[config.mk]
export PLATFORM = sky130hd
export DESIGN_NAME = psum_accum_stage
export DESIGN_NICKNAME = d
export VERILOG_FILES = /design/src/rtl/psum_accum_stage.sv
export SDC_FILE = /design/constraint.sdc
export NUM_CORES = 1
export LEC_CHECK = 0
export BUFFER_PORTS_ARGS = -buffer_cell sky130_fd_sc_hd__buf_2
export CAP_MARGIN = 30
export CORE_AREA = 4 4 109 111
export DETAILED_ROUTE_END_ITERATION = 7
export DIE_AREA = 0 0 113 115
export PLACE_DENSITY = 0.81
export SYNTH_ARGS = -nofsm -noshare
export SYNTH_HDL_FRONTEND = slang
export SYNTH_SLANG_ARGS = --single-unit
[constraint.sdc]
create_clock -name clk -period 9.4 [get_ports clk]
set_input_delay 0.47 -clock clk [delete_from_list [all_inputs] [get_ports clk]]
set_output_delay 0.47 -clock clk [all_outputs]
set_load 0.01 [all_outputs]
[src/rtl/psum_accum_stage.sv]
// psum_accum_stage: read-modify-write psum accumulation in front of the PE scratchpad.
// Ports: prod_* valid/ready product in; spad_* scratchpad rd/wr; psum_* completed psum out;
//   done_cnt counts delivered psums. Define PSUM_SAT_EN for a saturating add and the sat_flag port.
module psum_accum_stage #(
  parameter int PROD_WIDTH = 16,
  parameter int PSUM_WIDTH = 24,
  parameter int DEPTH      = 96,
  parameter int ADDR_WIDTH = $clog2(DEPTH)
) (
  input  logic                  clk,
  input  logic                  rst_n,
  input  logic                  prod_valid,
  output logic                  prod_ready,
  input  logic [PROD_WIDTH-1:0] prod_data,
  input  logic [ADDR_WIDTH-1:0] prod_addr,
  input  logic                  prod_first,
  input  logic                  prod_last,
  output logic                  spad_chip_en,
  output logic                  spad_ren,
  output logic [ADDR_WIDTH-1:0] spad_raddr,
  output logic                  spad_wen,
  output logic [ADDR_WIDTH-1:0] spad_waddr,
  output logic [PSUM_WIDTH-1:0] spad_din,
  input  logic [PSUM_WIDTH-1:0] spad_dout,
`ifdef PSUM_SAT_EN
  output logic                  sat_flag,
`endif
  output logic                  psum_valid,
  input  logic                  psum_ready,
  output logic [PSUM_WIDTH-1:0] psum_data,
  output logic [ADDR_WIDTH-1:0] psum_addr,
  output logic [15:0]           done_cnt
);

  logic                  rdy_q;
  logic                  s1_valid_q, s1_valid_d;
  logic [ADDR_WIDTH-1:0] s1_addr_q, s1_addr_d;
  logic [PROD_WIDTH-1:0] s1_data_q, s1_data_d;
  logic                  s1_first_q, s1_first_d;
  logic                  s1_last_q, s1_last_d;
  logic                  s1_fwd_q, s1_fwd_d;
  logic [PSUM_WIDTH-1:0] fwd_sum_q, fwd_sum_d;
  logic                  pv_q, pv_d;
  logic [PSUM_WIDTH-1:0] pdata_q, pdata_d;
  logic [ADDR_WIDTH-1:0] paddr_q, paddr_d;
  logic [15:0]           cnt_q, cnt_d;

  logic                  stall, accept, wr, load, hs;
  logic [PSUM_WIDTH-1:0] operand, prod_ext, sum;

  assign stall  = s1_valid_q & s1_last_q & pv_q & ~psum_ready;
  assign prod_ready = rdy_q & ~stall;
  assign accept = prod_valid & prod_ready;
  assign wr     = s1_valid_q & ~stall;
  assign load   = wr & s1_last_q;
  assign hs     = pv_q & psum_ready;

  assign prod_ext = {{(PSUM_WIDTH-PROD_WIDTH){s1_data_q[PROD_WIDTH-1]}}, s1_data_q};

  always_comb begin
    operand = spad_dout;
    if (s1_first_q)    operand = '0;
    else if (s1_fwd_q) operand = fwd_sum_q;
  end

`ifdef PSUM_SAT_EN
  logic [PSUM_WIDTH:0] wide;
  logic                ovf;
  assign wide = {operand[PSUM_WIDTH-1], operand} + {prod_ext[PSUM_WIDTH-1], prod_ext};
  // sign of the extra bit picks the rail when the two top bits disagree
  assign ovf  = wide[PSUM_WIDTH] ^ wide[PSUM_WIDTH-1];
  always_comb begin
    sum = wide[PSUM_WIDTH-1:0];
    if (ovf) sum = wide[PSUM_WIDTH] ? {1'b1, {(PSUM_WIDTH-1){1'b0}}}
                                    : {1'b0, {(PSUM_WIDTH-1){1'b1}}};
  end
  assign sat_flag = wr & ovf;
`else
  assign sum = operand + prod_ext;
`endif

  assign spad_ren     = accept;
  assign spad_raddr   = accept ? prod_addr : '0;
  assign spad_wen     = wr;
  assign spad_waddr   = wr ? s1_addr_q : '0;
  assign spad_din     = wr ? sum : '0;
  assign spad_chip_en = spad_ren | spad_wen;

  assign psum_valid = pv_q;
  assign psum_data  = pdata_q;
  assign psum_addr  = paddr_q;
  assign done_cnt   = cnt_q;

  always_comb begin
    s1_valid_d = s1_valid_q;
    s1_addr_d  = s1_addr_q;
    s1_data_d  = s1_data_q;
    s1_first_d = s1_first_q;
    s1_last_d  = s1_last_q;
    s1_fwd_d   = s1_fwd_q;
    fwd_sum_d  = fwd_sum_q;
    pv_d       = pv_q;
    pdata_d    = pdata_q;
    paddr_d    = paddr_q;
    cnt_d      = cnt_q;
    if (!stall) begin
      s1_valid_d = accept;
      if (accept) begin
        s1_addr_d  = prod_addr;
        s1_data_d  = prod_data;
        s1_first_d = prod_first;
        s1_last_d  = prod_last;
        // the beat now in S1 writes this cycle; its sum lands in fwd_sum
        s1_fwd_d   = s1_valid_q & (s1_addr_q == prod_addr);
      end
    end
    if (wr) fwd_sum_d = sum;
    if (hs) begin
      pv_d  = 1'b0;
      cnt_d = cnt_q + 16'd1;
    end
    if (load) begin
      pv_d    = 1'b1;
      pdata_d = sum;
      paddr_d = s1_addr_q;
    end
  end

  always_ff @(posedge clk or negedge rst_n) begin
    if (!rst_n) begin
      rdy_q      <= 1'b0;
      s1_valid_q <= 1'b0;
      s1_addr_q  <= '0;
      s1_data_q  <= '0;
      s1_first_q <= 1'b0;
      s1_last_q  <= 1'b0;
      s1_fwd_q   <= 1'b0;
      fwd_sum_q  <= '0;
      pv_q       <= 1'b0;
      pdata_q    <= '0;
      paddr_q    <= '0;
      cnt_q      <= '0;
    end else begin
      rdy_q      <= 1'b1;
      s1_valid_q <= s1_valid_d;
      s1_addr_q  <= s1_addr_d;
      s1_data_q  <= s1_data_d;
      s1_first_q <= s1_first_d;
      s1_last_q  <= s1_last_d;
      s1_fwd_q   <= s1_fwd_d;
      fwd_sum_q  <= fwd_sum_d;
      pv_q       <= pv_d;
      pdata_q    <= pdata_d;
      paddr_q    <= paddr_d;
      cnt_q      <= cnt_d;
    end
  end

endmodule

# ---- Word-level counts from Yosys, hierarchy flattened
# Cells that the tools add are included.
dict set report classes {
  n_bitwise 12
  reduce_logical 2
  muxes 7
  n_eq_ne 1
  n_addsub 2
}
# operator n
set ops {}
lappend ops {{$mux 24} 3}
lappend ops {{$add 24x24->24} 1}
lappend ops {{$add 16x1->16 const B} 1}
lappend ops {{$mux 7} 2}
lappend ops {{$and 1x1->1} 9}
lappend ops {{$eq 7x7->1} 1}
lappend ops {{$mux 1} 2}
lappend ops {{$not 1->1} 2}
lappend ops {{$reduce_and 2->1} 1}
lappend ops {{$reduce_bool 2->1} 1}
lappend ops {{$or 1x1->1} 1}
dict set report totals {
  ff_bits 100
  inputBits 53
  word_cells 36
  out_inout_bits 90
}

# ---- Logic depth before layout (Yosys ltp)
# Gate-level depths: netlist of the first run.
dict set report logic_depth {
  ltp_word 7
  depth_mapped 12
  depth_no_buf 10
}

# ---- Least setup slack after synthesis of the first run
# OpenSTA, ideal clock, no wires.
dict set report synth_path {
  path_kind {register -> output}
  start {register s1_fwd_q}
  end {output port spad_din[18]}
  path_stages_with_launch 12
  required_time_ps 8930
  setup_slack_ps 5943
  n_path_buf 2
  arrival_time_ps 2987
  path_cell_list {dfrtp_1 buf_2 buf_1 mux2i_1 nor2_1 ha_1 a21o_1 a221oi_4 o22ai_2 o21ba_1 or3_4 nand2_1}
}
dict set report synth_via {
  elab_chain_len 4
}
# element line
set synth_lines {}
lappend synth_lines {{start: declaration} 41} ;# logic s1_fwd_q, s1_fwd_d;
lappend synth_lines {{start signal: assignment} 150} ;# s1_fwd_q <= s1_fwd_d;
lappend synth_lines {{$mux 24} 63} ;# else if (s1_fwd_q) operand = fwd_sum_q;
lappend synth_lines {{$mux 24} 62} ;# if (s1_first_q) operand = '0;
lappend synth_lines {{$add 24x24->24} 79} ;# assign sum = operand + prod_ext;
lappend synth_lines {{$mux 24} 86} ;# assign spad_din = wr ? sum : '0;
lappend synth_lines {{end: declaration} 23} ;# output logic [PSUM_WIDTH-1:0] spad_din,
# Every way passes these cells.

# ---- Worst setup path after layout of the first run
# Same ends and word-level chain as after synthesis.

==> results of run 1 <==
-- sequential cells by signal, indices dropped and copies added (netlist names) --
register    flops
s1_fwd_q        1
psum_data      24
s1_valid_q      1
psum_valid      1
rdy_q           1
psum_addr       7
s1_addr_q       7
done_cnt       16
s1_data_q      16
fwd_sum_q      24
s1_last_q       1
s1_first_q      1
-- layout make-up --
cell class	count	share of cell area
clock buffer	11	0.0221
clock inverter	5	0.0119
sequential	100	0.366
tap	140	0.0256
inverter	10	0.00549
multi-input combinational	489	0.456
timing repair buffer	149	0.113
-- critical path, cell delays in order (launching register included) --
cell and delay, ns:
dfrtp_1 0.34, buf_4 0.41, mux2i_1 0.25, nor2_1 0.06, ha_1 0.24, fa_1 0.42
a21o_2 0.25, a221oi_4 0.32, o22ai_2 0.17, o21ba_1 0.27, or3_4 0.41, nand2_1 0.08
buf_2 0.12
-- placed cells by master (no fill, tap or decap), types with 17 or more instances in the layout --
| cell | n |
|---|---|
| a21o_1 | 21 |
| mux2_2 | 17 |
| dfrtp_1 | 100 |
| buf_2 | 141 |
| nand2_1 | 131 |
| a21oi_1 | 19 |
| and2_1 | 18 |
| ha_1 | 24 |
| nor2_1 | 53 |
| mux2i_1 | 25 |
| xnor2_1 | 29 |
-- per-layer routing --
layer / part of all wire / global-route usage / vias to the layer above
met1: 0.42 / 0.314 / 2381
met3: 0.061 / 0.0426 / 33
met4: 0.025 / 0.0817 / 0
met5: 0 / 0 / -
li1: - / - / 2428
met2: 0.49 / 0.405 / 172
-- worst max path at each step --
stage,from,endpoint,cells after the start
final,s1_fwd_q,spad_din[18],12
after global routing,s1_first_q,spad_din[18],10
after detailed placement,s1_fwd_q,spad_din[18],12
after floorplan,s1_fwd_q,spad_din[18],11
after global placement,s1_fwd_q,spad_din[18],12
after CTS,s1_fwd_q,spad_din[18],12
-- cells by family (layout without fill, tap and decap cells) --
family,count (synthesis),after routing
AOI/OAI and AO/OA,116,116
xor gates and xnor gates,39,39
adders and majority gates,25,25
buffers and inverters,40,175
DFF,100,100
muxes,42,42
other,1,1
and+or+nand+nor,266,266
-- power by group --
part           switching [mW]  leakage [nW]  internal (mW)  total, mW
Clock                   0.153         0.116          0.165      0.319
Sequential             0.0822          1.25          0.547      0.629
Combinational           0.284          2.19          0.219      0.503
Total                   0.520          3.56          0.931       1.45
==> metrics, run 1 <==
status=finished, final reports clean; Final Total Pwr=1.45 mW; die area=0.0130 mm^2; area leader, netlist=dfrtp_1; Post-Synth XOR/XNOR Area=0.0589; Post-synth EDFFs=0; Core ar.=0.0108 mm^2; launch point of the worst reg-to-reg path=s1_fwd_q; proportion of synthesized chip area in sequential cells=0.432; Adder-Cell Fraction of Synth Area=0.0553; vias in the first global route=5002; Syn Nets=707; Setup crit end kind=primary output; Layout area overhead=17.9%; clk buf depth=2; fraction of layout cells with a size suffix above 1=0.257; cts repair resizes=0; skew final=0.0103 ns; R2R Path End=fwd_sum_q[20]; final count of hold timing violations=0; cell at the root of the clock tree=clkbuf_8; Max Transition Viols Final=0; Seq. cell area=0.00250 mm^2; # DRC=0; Starting Density=0.537; GP Congestion=~0.88; die extent in x=113 um; post-DP HPWL=around 11000 um; postcts setup bufs=0; synth warn=0; multiplexer share of the synthesized area=0.0762; Mapped Cells=629; crit path max fanout=25; main combinational cell family by area after synthesis=simple AND/OR/NAND/NOR gates; DP Cell Count=about 900; worst min path class=in -> async; worst slack, placed=5.66 ns; # fillers=910; Fmax achieved=238 MHz; detailed-route wire length per cell=17.0 um; synth top area cells=dfrtp_1 (43%), nand2_1 (8.5%), ha_1 (5.2%); Yosys reg bits=100; Post-synth top cells=nand2_1 (131), dfrtp_1 (100), nor2_1 (53); peak supply drop=125 uV; top-count cell post-synth=nand2_1; worst r2r path cells=11; setup TNS=0 ns; via count=5014; RSZ-0062 raised after global routing=no; leakage power=3.56 nW; first-pass GRT wire length=24900 um; Inserted Clock Buffers=9; Final ANT Viol Nets=0; data arrival time of the critical path=3.72 ns; Compound-Gate Fraction of Synth Area=0.140; final cell count without fillers=904; Core Util, Final=0.633; first-pass iteration count of the detailed router=5; final-stage net count=between 800 and 900; gr ovfl total=0; via-per-instance ratio=roughly 5.5; clock period minus worst slack=around 4.2 ns; placed cell areas=roughly 0.0066 mm^2; CTS clk-pin slew, worst paths=around 0.10 ns; Max-slew headroom=0.407; # clock sinks=100; chip height=115 um; largest net degree at the start of global routing=68; WS Path Type=reg -> out; IO Port Bufs=142; fraction of registers with async set/reset=1.00; site row count=38; Post-Synth Simple-Gate Area=0.206; Top FF cell, synth=dfrtp_1; ant diodes=0; worst hold slack=0.0398 ns; # hold bufs at CTS=0; final instance area=0.00684 mm^2; initial antenna violation count=0; cell area after synthesis=0.00580 mm^2; syn avg cell area=a little over 9 um^2; Yosys top cell area share=0.432; total track usage=0.240; TritonCTS clock tree=yes; H-Tree Level Count=3; Multi-input gate area=0.00311 mm^2; worst slew pin tran=~0.89 ns; fin crit share=0.446; Routed WL=15400 um; max_cap viols=0; Startpoint Class=register; PD cells=212 mW/mm^2; worst setup margin=approximately 5.2 ns; r2r setup slk=6.07 ns; Critical Path RT=8.93 ns; final setup fails=0; synth unique cells=57; IO Pins=roughly 140; First DRT Iteration DRCs=273; worst skew pair latency=0.38 ns
(Power assumes the default switching activity.)
==> inputs of run 2 (changes only) <==
CORE_AREA = 4 4 114 116   (was 4 4 109 111)
DIE_AREA = 0 0 118 120   (was 0 0 113 115)
PLACE_DENSITY = 0.77   (was 0.81)
clock period = 3.78 ns   (was 9.4 ns; I/O delays follow)
==> run 2 against run 1 <==
Compared with the run above:
- clock skew about the same
- power rose to 2.6 times the previous value
- cell area rose by 1.5%
- worst hold slack got worse by 0.0070 ns
- highest routed layer unchanged
==> metrics, run 2 (synthesis gave the netlist of run 1 again) <==
Core Util, Final=0.583 (-0.0508); Setup crit end kind=primary output; worst slew pin tran=0.895 ns (+0.00504 ns); RSZ-0062 raised after global routing=no; worst hold slack=0.0328 ns (-0.00699 ns); Comb power frac=0.335 (-0.012); worst skew pair latency=0.35 ns (-0.03 ns); Sequential Power Share=0.408 (-0.026); Startpoint Class=register; worst setup margin=0.222 ns (-4.98 ns); CP max stage delay=0.43 ns (about the same); clk buf depth=2 (unchanged); cell at the root of the clock tree=clkbuf_16; via-per-instance ratio=5.58 (+0.63%); Routed WL=15300 um (-0.45%); Final ANT Viol Nets=0 (unchanged); ant diodes=0 (unchanged); CTS clk-pin slew, worst paths=0.07 ns (-0.03 ns); Layout area overhead=19.7%; GP Congestion=0.867 (-1.4%); WS Path Type=reg -> out; # fillers=1073 (+18%); Slowest-stage cell, CP=dfrtp_1; # DRC=0 (unchanged); initial antenna violation count=0 (unchanged); Seq. cell area=0.00250 mm^2 (unchanged); largest net degree at the start of global routing=70 (+2.9%); clock period minus worst slack=3.56 ns; final setup fails=0 (unchanged); Max-slew headroom=0.403 (-0.00402); total track usage=0.216 (-0.0242); switching pwr=1.35 mW (+160%); IO Pins=143 (unchanged); TritonCTS clock tree=yes; WHS Path Cells=3; die extent in x=118 um (+4.4%); final count of hold timing violations=0 (unchanged); status=finished, final reports clean; clock power share=0.257 (+0.037); PD cells=547 mW/mm^2 (+160%); fraction of layout cells with a size suffix above 1=0.256 (-0.000335); Max Transition Viols Final=0 (unchanged); H-Tree Level Count=3 (unchanged); Fmax achieved=281 MHz; Starting Density=0.487 (-0.0504); final-stage net count=838 (+0.12%); Internal Power=2.44 mW (+160%); max_cap viols=0 (unchanged); detailed-route wire length per cell=16.8 um (-1.3%); Multi-input gate area=0.00311 mm^2 (unchanged); Cell Chain, Critical Path=buf_12 -> mux2i_1 -> nor2_1 -> fa_1 -> a21o_2 -> a221oi_4 -> o22ai_2 -> o21ba_1 -> or3_4 -> nand2_1 -> buf_2; leakage power=3.61 nW (+1.2%); site row count=40 (+5.3%); via count=5090 (+1.5%); worst min path class=in -> reg; most frequent cells in the layout=buf_2 (141), nand2_1 (131), dfrtp_1 (100); die area=0.0142 mm^2 (+9.0%); skew final=0.0104 ns (+0.0000399 ns); peak supply drop=251 uV (+100%); worst slack, placed=0.626 ns (-5.04 ns); fin crit share=0.941; data arrival time of the critical path=3.37 ns (-0.35 ns); vias in the first global route=4962 (-0.80%); Critical Path RT=3.59 ns (-5.34 ns); setup TNS=0 ns (unchanged); first-pass iteration count of the detailed router=5 (unchanged); post-DP HPWL=11300 um (-0.68%); Core ar.=0.0119 mm^2 (+10%); Inserted Clock Buffers=9 (unchanged); crit path max fanout=23 (-8.0%); Switching Share=0.357 (-0.00113); IO Port Bufs=142 (unchanged); most common cell after layout, fill and taps aside=buf_2; cts repair resizes=0 (unchanged); worst r2r path cells=10 (-1); first-pass GRT wire length=24900 um (+0.25%); chip height=120 um (+4.3%); # clock sinks=100 (unchanged); gr ovfl total=0 (unchanged); First DRT Iteration DRCs=270 (-1.1%)
-- run 2: changes by cell type in the layout (fill, tap and decap cells not counted), sizes merged --
cell,delta
bufinv,-1
clkbuf,-2
clkinvlp,-1
dlygate4sd3,+1
inv,+4
-- run 2: stage by stage --
step                std cells  total power [mW]  cell area (um^2)
global route              912              4.03              6940
global placement          895              2.79              6620
finish                    912              3.79              6940
floorplan                 629              2.37              5800
CTS                       912              3.81              6940
detailed placement        895              2.83              6620
-- run 2: per-layer routing --
| layer | part of all wire | global-route usage | up-vias |
|---|---|---|---|
| met3 | 0.052 | 0.0368 | 26 |
| li1 | - | - | 2440 |
| met5 | 0 | 0 | - |
| met1 | 0.44 | 0.286 | 2449 |
| met2 | 0.49 | 0.358 | 175 |
| met4 | 0.020 | 0.0762 | 0 |
-- run 2: area by class of cell --
class                      count  share of cell area
multi-input combinational    489               0.449
sequential                   100               0.361
timing repair buffer         150               0.114
clock buffer                   9              0.0325
tap                          147              0.0265
clock inverter                 7              0.0126
inverter                      10             0.00541
-- run 2: worst paths after layout --
kind,end,slack (ns),from
worst max-delay path,spad_din[18],0.22,s1_fwd_q
worst min-delay path,s1_data_q[12],0.03,prod_data[12]
worst max register to register,fwd_sum_q[20],0.79,s1_fwd_q
worst min register to register,done_cnt[15],0.47,done_cnt[15]
max in group asynchronous,done_cnt[13],2.30,rst_n
min in group asynchronous,psum_data[6],0.49,rst_n
-- run 2: repair_timing --
item / CTS / global route
hold buffers: 1 / 0
endpoints found under the hold margin: 21 / 0
setup buffers: 0 / 0
-- run 2: power groups by stage --
stage	Clock (mW)	Combinational [mW]	Sequential [mW]
2_1_floorplan	0	0.754	1.61
3_3_place_gp	0	1.23	1.55
3_5_place_dp	0	1.27	1.56
4_1_cts	0.985	1.28	1.55
5_1_grt	1.04	1.40	1.59
6_report	0.976	1.27	1.55
-- run 2: critical path, delay by kind of cell (launching register included) --
family / cells / cell delay [ns]
AO/OA/AOI/OAI: 4 / 1.00
AND/OR/NAND/NOR: 3 / 0.57
multiplexers: 1 / 0.22
buffers and inverters: 2 / 0.37
flip-flops: 1 / 0.43
adder cells (fa/ha/maj): 1 / 0.43
==> inputs of run 3 (changes only) <==
GPL_TIMING_DRIVEN = 0   (was default)
==> run 3 against run 2 <==
Compared with the run above:
- sequential power about the same
- flip-flop and latch count unchanged
- sequential share of layout area shrank 0.57 points
- final cell count up 2.3%
- register-to-register slack got worse by 0.10 ns
- wire length increased by 6.4%
- fmax down 2.2%
- setup slack worse by 0.080 ns
==> metrics, run 3 (synthesis gave the netlist of run 1 again) <==
first-pass iteration count of the detailed router=5 (unchanged); final-stage net count=861 (+2.7%); # clock sinks=100 (unchanged); Inserted Clock Buffers=9 (unchanged); Final Total Pwr=3.77 mW (-0.70%); skew final=0.0100 ns (-0.000373 ns); final setup fails=0 (unchanged); worst min path class=in -> reg; Core ar.=0.0119 mm^2 (unchanged); DP Cell Count=919 (+2.7%); peak supply drop=239 uV (-4.8%); IO Pins=143 (unchanged); worst hold slack=0.0282 ns (-0.00457 ns); first-pass GRT wire length=26400 um (+6.1%); fin crit share=0.962 (+0.0211); PD cells=534 mW/mm^2 (-2.3%); vias in the first global route=5275 (+6.3%); leakage power=3.65 nW (+1.3%); TritonCTS clock tree=yes; Max Transition Viols Final=0 (unchanged); Layout area overhead=21.6%; initial antenna violation count=0 (unchanged); Routed WL=16300 um (+6.4%); Critical Path RT=3.59 ns (about the same); detailed-route wire length per cell=17.5 um (+4.0%); die extent in x=118 um (unchanged); CTS clk-pin slew, worst paths=0.07 ns (about the same); post-DP HPWL=12300 um (+9.1%); Final ANT Viol Nets=0 (unchanged); IO Port Bufs=142 (unchanged); gr ovfl total=0 (unchanged); Setup crit end kind=primary output; die area=0.0142 mm^2 (unchanged); site row count=40 (unchanged); Fmax achieved=275 MHz (-2.2%); most frequent cells in the layout=buf_2 (147), nand2_1 (131), dfrtp_1 (100); chip height=120 um (unchanged); fraction of layout cells with a size suffix above 1=0.261 (+0.00461); via count=5193 (+2.0%); status=finished, final reports clean; worst slew pin tran=0.814 ns (-0.0805 ns); WS Path Type=reg -> out; placed cell areas=0.00672 mm^2 (+1.6%); worst skew pair latency=0.35 ns (about the same); clock period minus worst slack=3.64 ns (+0.0797 ns); clk buf depth=2 (unchanged); most common cell after layout, fill and taps aside=buf_2; final count of hold timing violations=0 (unchanged); final cell count without fillers=933 (+2.3%); total track usage=0.231 (+0.0154); H-Tree Level Count=3 (unchanged); First DRT Iteration DRCs=284 (+5.2%); GP Congestion=0.890 (+2.6%); Core Util, Final=0.592 (+0.00935); max_cap viols=0 (unchanged); cell at the root of the clock tree=clkbuf_16; Startpoint Class=register; # DRC=0 (unchanged); final instance area=0.00705 mm^2 (+1.6%); largest net degree at the start of global routing=62 (-11%); # fillers=1079 (+0.56%); data arrival time of the critical path=3.45 ns (+0.08 ns); crit path max fanout=10 (-57%); Starting Density=0.487 (unchanged); ant diodes=0 (unchanged); via-per-instance ratio=5.57 (-0.27%); postcts setup bufs=0 (unchanged); Max-slew headroom=0.457 (+0.0543)
## run 3: cell types whose count changed in the layout (fill, tap and decap cells not counted), moves of 3 or more
cell | previous run | this run
buf_4 | 7 | 2
buf_2 | 141 | 147
clkbuf_1 | 0 | 15
inv_6 | 3 | 0
buf_6 | 0 | 4
## run 3: worst paths after layout
kind                               from             to  slack, ns  cells past startpoint
setup / recovery               s1_fwd_q   spad_din[18]       0.14                     12
hold / removal                prod_last      s1_last_q       0.03                      3
setup reg to reg               s1_fwd_q  psum_data[20]       0.69                     11
hold reg to reg            done_cnt[15]   done_cnt[15]       0.46                      1
max in group asynchronous         rst_n   psum_addr[1]       2.71                      3
min in group asynchronous         rst_n   psum_data[5]       0.38                      2
## run 3: report_power, final
part / internal [mW] / switching (mW) / total, mW
combinational: 0.567 / 0.746 / 1.31
sequential: 1.36 / 0.186 / 1.55
clock: 0.507 / 0.398 / 0.905
total: 2.44 / 1.33 / 3.77
## run 3: stage by stage
step / TNS (ns) / worst slack, ns
3_5_place_dp: 0 / 0.0112
5_1_grt: -0.00649 / -0.00649
4_1_cts: 0 / 0.00933
2_1_floorplan: 0 / 0.604
6_report: 0 / 0.142
3_3_place_gp: 0 / 0.0268
## run 3: timing repair
item,CTS,global route
endpoints found under the setup margin,16,6
hold buffers,1,0
endpoints found under the hold margin,39,0
gates resized for setup,8,9
## run 3: layer usage
layer	vias to the layer above	GRT usage	wire, um
met2	148	0.396	8030
li1	2483	-	-
met5	-	0	0
met4	0	0.0872	371
met3	25	0.0259	728
met1	2537	0.302	7150
## run 3: area by class of cell
class | count | area [um^2] | area share
Timing Repair Buffer | 144 | 751 | 0.106
Clock buffer | 10 | 229 | 0.0325
Multi-Input combinational cell | 489 | 3140 | 0.446
Buffer | 29 | 153 | 0.0217
Sequential cell | 100 | 2500 | 0.355
Clock inverter | 4 | 52.6 | 0.00745
Tap cell | 147 | 184 | 0.0261
Inverter | 10 | 37.5 | 0.00532
## run 3: worst max-delay path: stages (launching register included)
cell and delay [ns]:
dfrtp_1 0.32, buf_2 0.23, buf_6 0.22, mux2i_1 0.21, nor2_1 0.06, ha_1 0.36
a21o_1 0.27, a221oi_4 0.36, o22ai_2 0.16, o21ba_1 0.29, or3_4 0.42, nand2_1 0.07
buf_2 0.14
